--- src/rtl/median_avg_reader.sv ---
// Sweeps the DEPTH-entry median buffer over RAM port B and outputs the floor mean of its entries.
// Latency: start_i sampled at edge N -> avg_valid_o in cycle N+DEPTH+2; one extra request can queue, further ones raise overrun_o.
module median_avg_reader #(
   parameter int DATA_W = 16,
   parameter int DEPTH  = 8,
   parameter int AW     = 3
) (
   input  logic              clk_i,
   input  logic              rst_i,
   input  logic              start_i,
   output logic [AW-1:0]     addr_o,
   output logic              rd_en_o,
   input  logic [DATA_W-1:0] rd_data_i,
   output logic [DATA_W-1:0] avg_o,
   output logic              avg_valid_o,
   output logic              busy_o,
   output logic              overrun_o
);

   typedef enum logic [1:0] {IDLE, READ, DRAIN, DONE} state_t;

   localparam logic [AW-1:0] LAST = AW'(DEPTH - 1);

   state_t                 state, state_nxt;
   logic [DATA_W+AW-1:0]   acc;
   logic [DATA_W+AW-1:0]   sum;
   logic                   pending;

   assign sum         = acc + {{AW{1'b0}}, rd_data_i};
   assign rd_en_o     = (state == READ);
   assign busy_o      = (state != IDLE);
   assign avg_valid_o = (state == DONE);

   always_comb begin
      state_nxt = state;
      case (state)
         IDLE:    if (start_i || pending) state_nxt = READ;
         READ:    if (addr_o == LAST) state_nxt = DRAIN;
         DRAIN:   state_nxt = DONE;
         DONE:    state_nxt = pending ? READ : IDLE;
         default: state_nxt = IDLE;
      endcase
   end

   always_ff @(posedge clk_i or posedge rst_i) begin
      if (rst_i) begin
         state     <= IDLE;
         addr_o    <= '0;
         avg_o     <= '0;
         acc       <= '0;
         pending   <= 1'b0;
         overrun_o <= 1'b0;
      end else begin
         state <= state_nxt;

         // A queued request that launches from IDLE frees the slot; a same-cycle start_i refills it.
         if (state == IDLE) begin
            pending <= pending & start_i;
         end else begin
            if (start_i && pending) overrun_o <= 1'b1;
            if (state == DONE && pending) pending <= 1'b0;
            else if (start_i && !pending) pending <= 1'b1;
         end

         case (state)
            IDLE: begin
               acc    <= '0;
               addr_o <= '0;
            end
            READ: begin
               // Read data lags the address by one cycle, so the first address contributes nothing yet.
               if (addr_o != '0) acc <= sum;
               if (addr_o != LAST) addr_o <= addr_o + 1'b1;
            end
            DRAIN: begin
               acc   <= sum;
               avg_o <= DATA_W'(sum >> AW);
            end
            DONE: begin
               acc    <= '0;
               addr_o <= '0;
            end
            default: ;
         endcase
      end
   end

endmodule

--- config.mk ---
export PLATFORM = sky130hd
export DESIGN_NAME = median_avg_reader
export DESIGN_NICKNAME = d
export VERILOG_FILES = /design/src/rtl/median_avg_reader.sv
export SDC_FILE = /design/constraint.sdc
export NUM_CORES = 1
export LEC_CHECK = 0
export BUFFER_PORTS_ARGS = -buffer_cell sky130_fd_sc_hd__buf_2
export CAP_MARGIN = 20
export CORE_UTILIZATION = 55
export DETAILED_ROUTE_END_ITERATION = 12
export PLACE_DENSITY_LB_ADDON = 0.05
export SKIP_LAST_GASP = 1
export SLEW_MARGIN = 40
export SYNTH_ARGS = -nofsm -noshare
export SYNTH_HDL_FRONTEND = slang
export SYNTH_SLANG_ARGS = --single-unit
--- constraint.sdc ---
create_clock -name clk_i -period 3.1 [get_ports clk_i]
set_input_delay 0.155 -clock clk_i [delete_from_list [all_inputs] [get_ports clk_i]]
set_output_delay 0.155 -clock clk_i [all_outputs]
set_load 0.02 [all_outputs]
Word level (Yosys, flattened, before mapping)
Cells that the tools add are included.
Widths: inputs -> output; s select.
- output and inout port bits: 23
- input port bits: 19
- register bits: 42
- equal/unequal tests: 9
- bitwise logic cells: 2
- add/subtract/negate cells: 2
- reductions and logical operators: 14
- muxes and demuxes: 11
- operators with widths (kind ; number):
    $pmux 19 s3 ; 1
    $add 19x16->19 ; 1
    $mux 19 ; 1
    $pmux 2 s4 ; 1
    $ne 2x1->1 const B ; 3
    $pmux 3 s2 ; 1
    $reduce_and 2->1 ; 3
    $reduce_bool 3->1 ; 2
    $eq 2x2->1 const B ; 2
    $mux 1 ; 4
    $mux 2 ; 2
    $reduce_bool 2->1 ; 2
    $add 3x1->3 const B ; 1
    $eq 3x3->1 const B ; 1
    $logic_and 1x1->1 ; 3
    $mux 3 ; 1
    $ne 3x3->1 const B ; 1
    $eq 2x1->1 const B ; 1
    $logic_not 2->1 ; 1
    $ne 2x2->1 const B ; 1
    $reduce_or 2->1 ; 1
    $and 1x1->1 ; 1
    $logic_not 1->1 ; 1
    $logic_or 1x1->1 ; 1
    $not 1->1 ; 1

Depth between registers and ports, before layout
- depth after elaboration: 5
- mapped depth: 9

Least setup slack after synthesis
No wires, ideal clock.
- path type: reg-to-reg
- start point: reg acc[5]
- end point: reg avg_o[14]
- period minus slack after synthesis: 2290 ps
- path slack: 810 ps
- arrival: 2165 ps
- stages on the path, launching flop included: 9
- cell sequence: dfrtp_1 -> ha_1 -> o21ai_1 -> and2_2 -> a311o_1 -> and4_4 -> o41ai_4 -> xor2_1 -> mux2_2
- word-level cells in the longest chain between the ends: 1
- ends and longest elaborated chain (item ; line ; RTL):
    start, declared ; 25 ; logic [DATA_W+AW-1:0] acc;
    start signal, assigned ; 72 ; if (addr_o != '0) acc <= sum;
    start signal, assigned ; 76 ; acc <= sum;
    $add 19x16->19 ; 29 ; assign sum = acc + {{AW{1'b0}}, rd_data_i};
    end signal, assigned ; 77 ; avg_o <= DATA_W'(sum >> AW);
    end, declared ; 14 ; output logic [DATA_W-1:0] avg_o,
Every way passes these cells.
A chain may end at the register's enable or synchronous reset.

Final worst setup path
Same ends and word-level chain as after synthesis.

==> flow_results.org <==
** Timing
- Measured slew at the worst slew-check pin :: 0.606 ns
- Post-Route Hold Slack :: 0.141 ns
- Post-route clock skew :: 0.00483 ns
- Of the available clock period, the critical path in the final layout requires 0.789.
- Pins over their slew limit :: 0
- Setup violations remaining at the end of the flow were counted as 0.
- The number of hold-slack violations in the final timing report was 0.
- RSZ-0062 raised after global routing :: no
- Derived from the worst setup path, the maximum achievable clock frequency is 409 MHz.
- Final Critical Period :: 2.45 ns
- Normalized max-slew margin :: 0.596
- Setup Total Neg Slack :: 0 ns

** Logic synthesis
- Post-Synthesis Cells :: 250
- By area the synthesized netlist is led by sky130_fd_sc_hd__dfrtp_1, sky130_fd_sc_hd__ha_1, sky130_fd_sc_hd__mux2_2.
- Counting flops with a built-in enable in the synthesized netlist gives 0.
- In the synthesized netlist the dominant register cell turns out to be sky130_fd_sc_hd__dfrtp_1.
- Post-synth top area share :: 0.419
- Number of unique standard cell types used by synthesis :: 44
- During synthesis, Yosys emitted a total of 0 warnings.
- Total nets after synthesis :: 293
- Post-Syn Area :: 2510 µm²
- For this run, the register share of the synthesized area comes to 0.419.
- After synthesis the netlist holds a flip-flop and latch count of 42.
- Mean post-synth cell area :: 10.0 µm²
- Dominant cell type by area after synthesis :: sky130_fd_sc_hd__dfrtp_1
- For this run, asynchronously set or reset flops after synthesis account for 1.00.

** Setup path
- CP Capture Type :: register
- Cell with the largest stage delay on the worst path :: sky130_fd_sc_hd__dfrtp_1
- For the worst setup path, the data required time is 3.29 ns.
- Worst path max stage delay :: 0.39 ns
- STA classifies the critical path startpoint as a register.
- Walking the worst path, the cells encountered are ha_1 > o21ai_1 > and2_2 > a311o_1 > and4_4 > o41ai_4 > xor2_1 > mux2_2.
- Data arrival time of the critical path :: 2.64 ns
- Worst setup path category :: register to register
- Along the worst path, the maximum fanout reaches 3.

** Route
- Via Count :: 1923
- Before antenna repair, the detailed router went through 4 iterations.
- Wires add up to 4.99 mm.
- Routed via count divided by cell count :: 5.51
- In the routed design, unresolved DRC markers number 0.
- Dividing the detail-routed wire length by the instance count gives 14.3 µm.
- Detailed router's first-iteration violation count :: 119
- In this run the remaining antenna-violating nets after routing total 0.

** Layout
- The area growth from synthesis to layout is 15.3%.
- In the layout the commonest cells are sky130_fd_sc_hd__dfrtp_1, sky130_fd_sc_hd__buf_2, sky130_fd_sc_hd__nand2_1, sky130_fd_sc_hd__a21oi_1, sky130_fd_sc_hd__ha_1.
- Antenna cells :: 0
- Leaving out fill and tap cells, the most frequent cell in the layout is sky130_fd_sc_hd__dfrtp_1.
- After filler insertion, the fill cell instance count of the layout stands at 356.
- Number of nets in the finished design :: 339
- Of the cells placed in the final design, the portion with a size suffix greater than 1 is 0.256.

** Floorplan
- Effective utilization at floorplan :: 0.576
- Number of top-level pins :: 42
- Die height :: 69.5 µm
- Floorplan die area :: 4830 µm²
- The floorplan step defined a core boundary enclosing 4350 µm².
- Die boundary width :: 69.5 µm
- Total number of placement rows :: 24

** Pwr
- Of the total power, combinational logic draws 0.573.
- The internal portion of the total power is 1.79 mW.
- Dividing total power by cell area gives a power density of 1100 nW/µm².
- Maximum ir drop on the vdd rail :: 0.000618 V
- Sw power :: 1.39 mW
- Clock network fraction of total power :: 0.136
- The share of total power dissipated in sequential elements is 0.291.
- Of the total power, the share spent switching nets is 0.437.
- For this design the static power due to leakage is 1.46 nW.

** Place
- Final weighted congestion in routability-driven placement :: 0.844
- DPL Wire Length :: 3.62 mm
- Total of buffers placed on input and output ports :: 41

** Run
- Across the run, the number of max-cap violations was 0.

** Clock tree
- Gates resized during post-CTS repair numbered 0.
- In this run, CTS created clock tree buffers numbering 5.
- The tree is rooted in a sky130_fd_sc_hd__clkbuf_8.
- In this run the post-CTS setup repair buffer count came out at 0.
- Total clock sinks :: 42
- H-tree depth :: 2
- The clock passes through at most 2 buffers.
- Clock transition at the registers of the reported paths :: 0.08 ns
- Later-pin clock latency in the skew report :: 0.30 ns
- TritonCTS built the clock tree.

** GRT
- Largest net degree at the start of global routing :: 29
- The number of global-route vias before repair was 1857.
- The first global-routing pass estimated 8.71 mm of wire.
- Sum of overflow across all layers after global routing :: 0
- For this run, the total global-route usage over all layers was measured as 0.230.
- The initial antenna violation count came to 0.

** Run status
- Outcome :: finished, final reports clean

** Hold path
- The worst hold path belongs to the class input port to register.
area by class of cell:
cell class / count / area [µm²] / share of cell area
Multi-Input combinational cell: 189 / 1380 / 0.476
Sequential cell: 42 / 1050 / 0.363
Timing Repair Buffer: 46 / 245 / 0.0848
Clock buffer: 5 / 68.8 / 0.0238
Tap cell: 52 / 65.1 / 0.0225
Inverter: 12 / 45.0 / 0.0156
Clock inverter: 3 / 40.0 / 0.0138
stage by stage:
step                total power, mW  worst slack (ns)  std cells  area [µm²]  utilization
finish                         3.18             0.653        349        2890        0.664
global route                   3.44             0.401        349        2890        0.664
CTS                            3.20             0.645        349        2890        0.664
detailed placement             2.75             0.652        340        2770        0.637
global placement               2.72             0.715        340        2770        0.636
floorplan                      2.31             0.810        250        2510            -
worst max-delay path, delay by kind of cell, from the launching register on:
kind                     cells  cell delay, ns
AO/OA/AOI/OAI                3            0.83
AND/OR/NAND/NOR              2            0.41
flip-flops                   1            0.39
adder cells (fa/ha/maj)      1            0.32
multiplexers                 1            0.27
XOR/XNOR                     1            0.11
power by group through the flow:
stage	Clock, mW	Combinational [mW]	Sequential (mW)
finish	0.432	1.82	0.925
global route	0.462	2.03	0.957
global placement	0	1.79	0.929
floorplan	0	1.27	1.05
detailed placement	0	1.82	0.936
CTS	0.444	1.83	0.926
per-layer routing:
metal  wire length [µm]  part of all wire  track usage  vias up
met5                  0                 0            0        -
met3                175             0.035       0.0538        6
met2               2290              0.46        0.357       26
met4                 68             0.014       0.0816        0
met1               2460              0.49        0.316      910
li1                   -                 -            -      981
cells in the mapped netlist, types with 4 or more instances:
master / number
sky130_fd_sc_hd__clkbuf_1: 4
sky130_fd_sc_hd__o21ai_0: 19
sky130_fd_sc_hd__xnor2_1: 11
sky130_fd_sc_hd__nand2_1: 29
sky130_fd_sc_hd__a21oi_1: 22
sky130_fd_sc_hd__a22o_1: 11
sky130_fd_sc_hd__inv_1: 12
sky130_fd_sc_hd__xor2_1: 5
sky130_fd_sc_hd__nor2_1: 17
sky130_fd_sc_hd__ha_1: 23
sky130_fd_sc_hd__nand3_1: 6
sky130_fd_sc_hd__dfrtp_1: 42
sky130_fd_sc_hd__mux2_2: 13
repair_timing:
| item | 4_1_cts | 5_1_grt |
|---|---|---|
| setup endpoints to repair | 0 | 0 |
| hold buffers | 1 | 0 |
| endpoints found under the hold margin | 26 | 0 |
path summary, 6_finish.rpt:
check,startpoint,cells past startpoint,endpoint,slack (ns)
hold reg to reg,overrun_o,1,overrun_o,0.47
min in group asynchronous,rst_i,3,acc[8],0.46
setup reg to reg,acc[5],8,avg_o[14],0.65
hold / removal,start_i,3,pending,0.14
max in group asynchronous,rst_i,4,acc[2],2.08
setup / recovery,acc[5],8,avg_o[14],0.65
registers in the layout, summed over array words and instances, names as in the netlist:
signal     flops
acc           19
addr_o         3
overrun_o      1
avg_o         16
pending        1
state          2
logic make-up (layout without fill, tap and decap cells):
group	count (synthesis)	count (layout)	share of synthesized area
simple gates	62	62	0.112
compound gates	73	73	0.195
xor+xnor	16	16	0.0559
flops	42	42	0.419
fa+ha+maj	24	24	0.123
mux	14	14	0.0624
buf+inv	19	66	0.0329
Note: power is estimated with default switching activity, not from simulation.
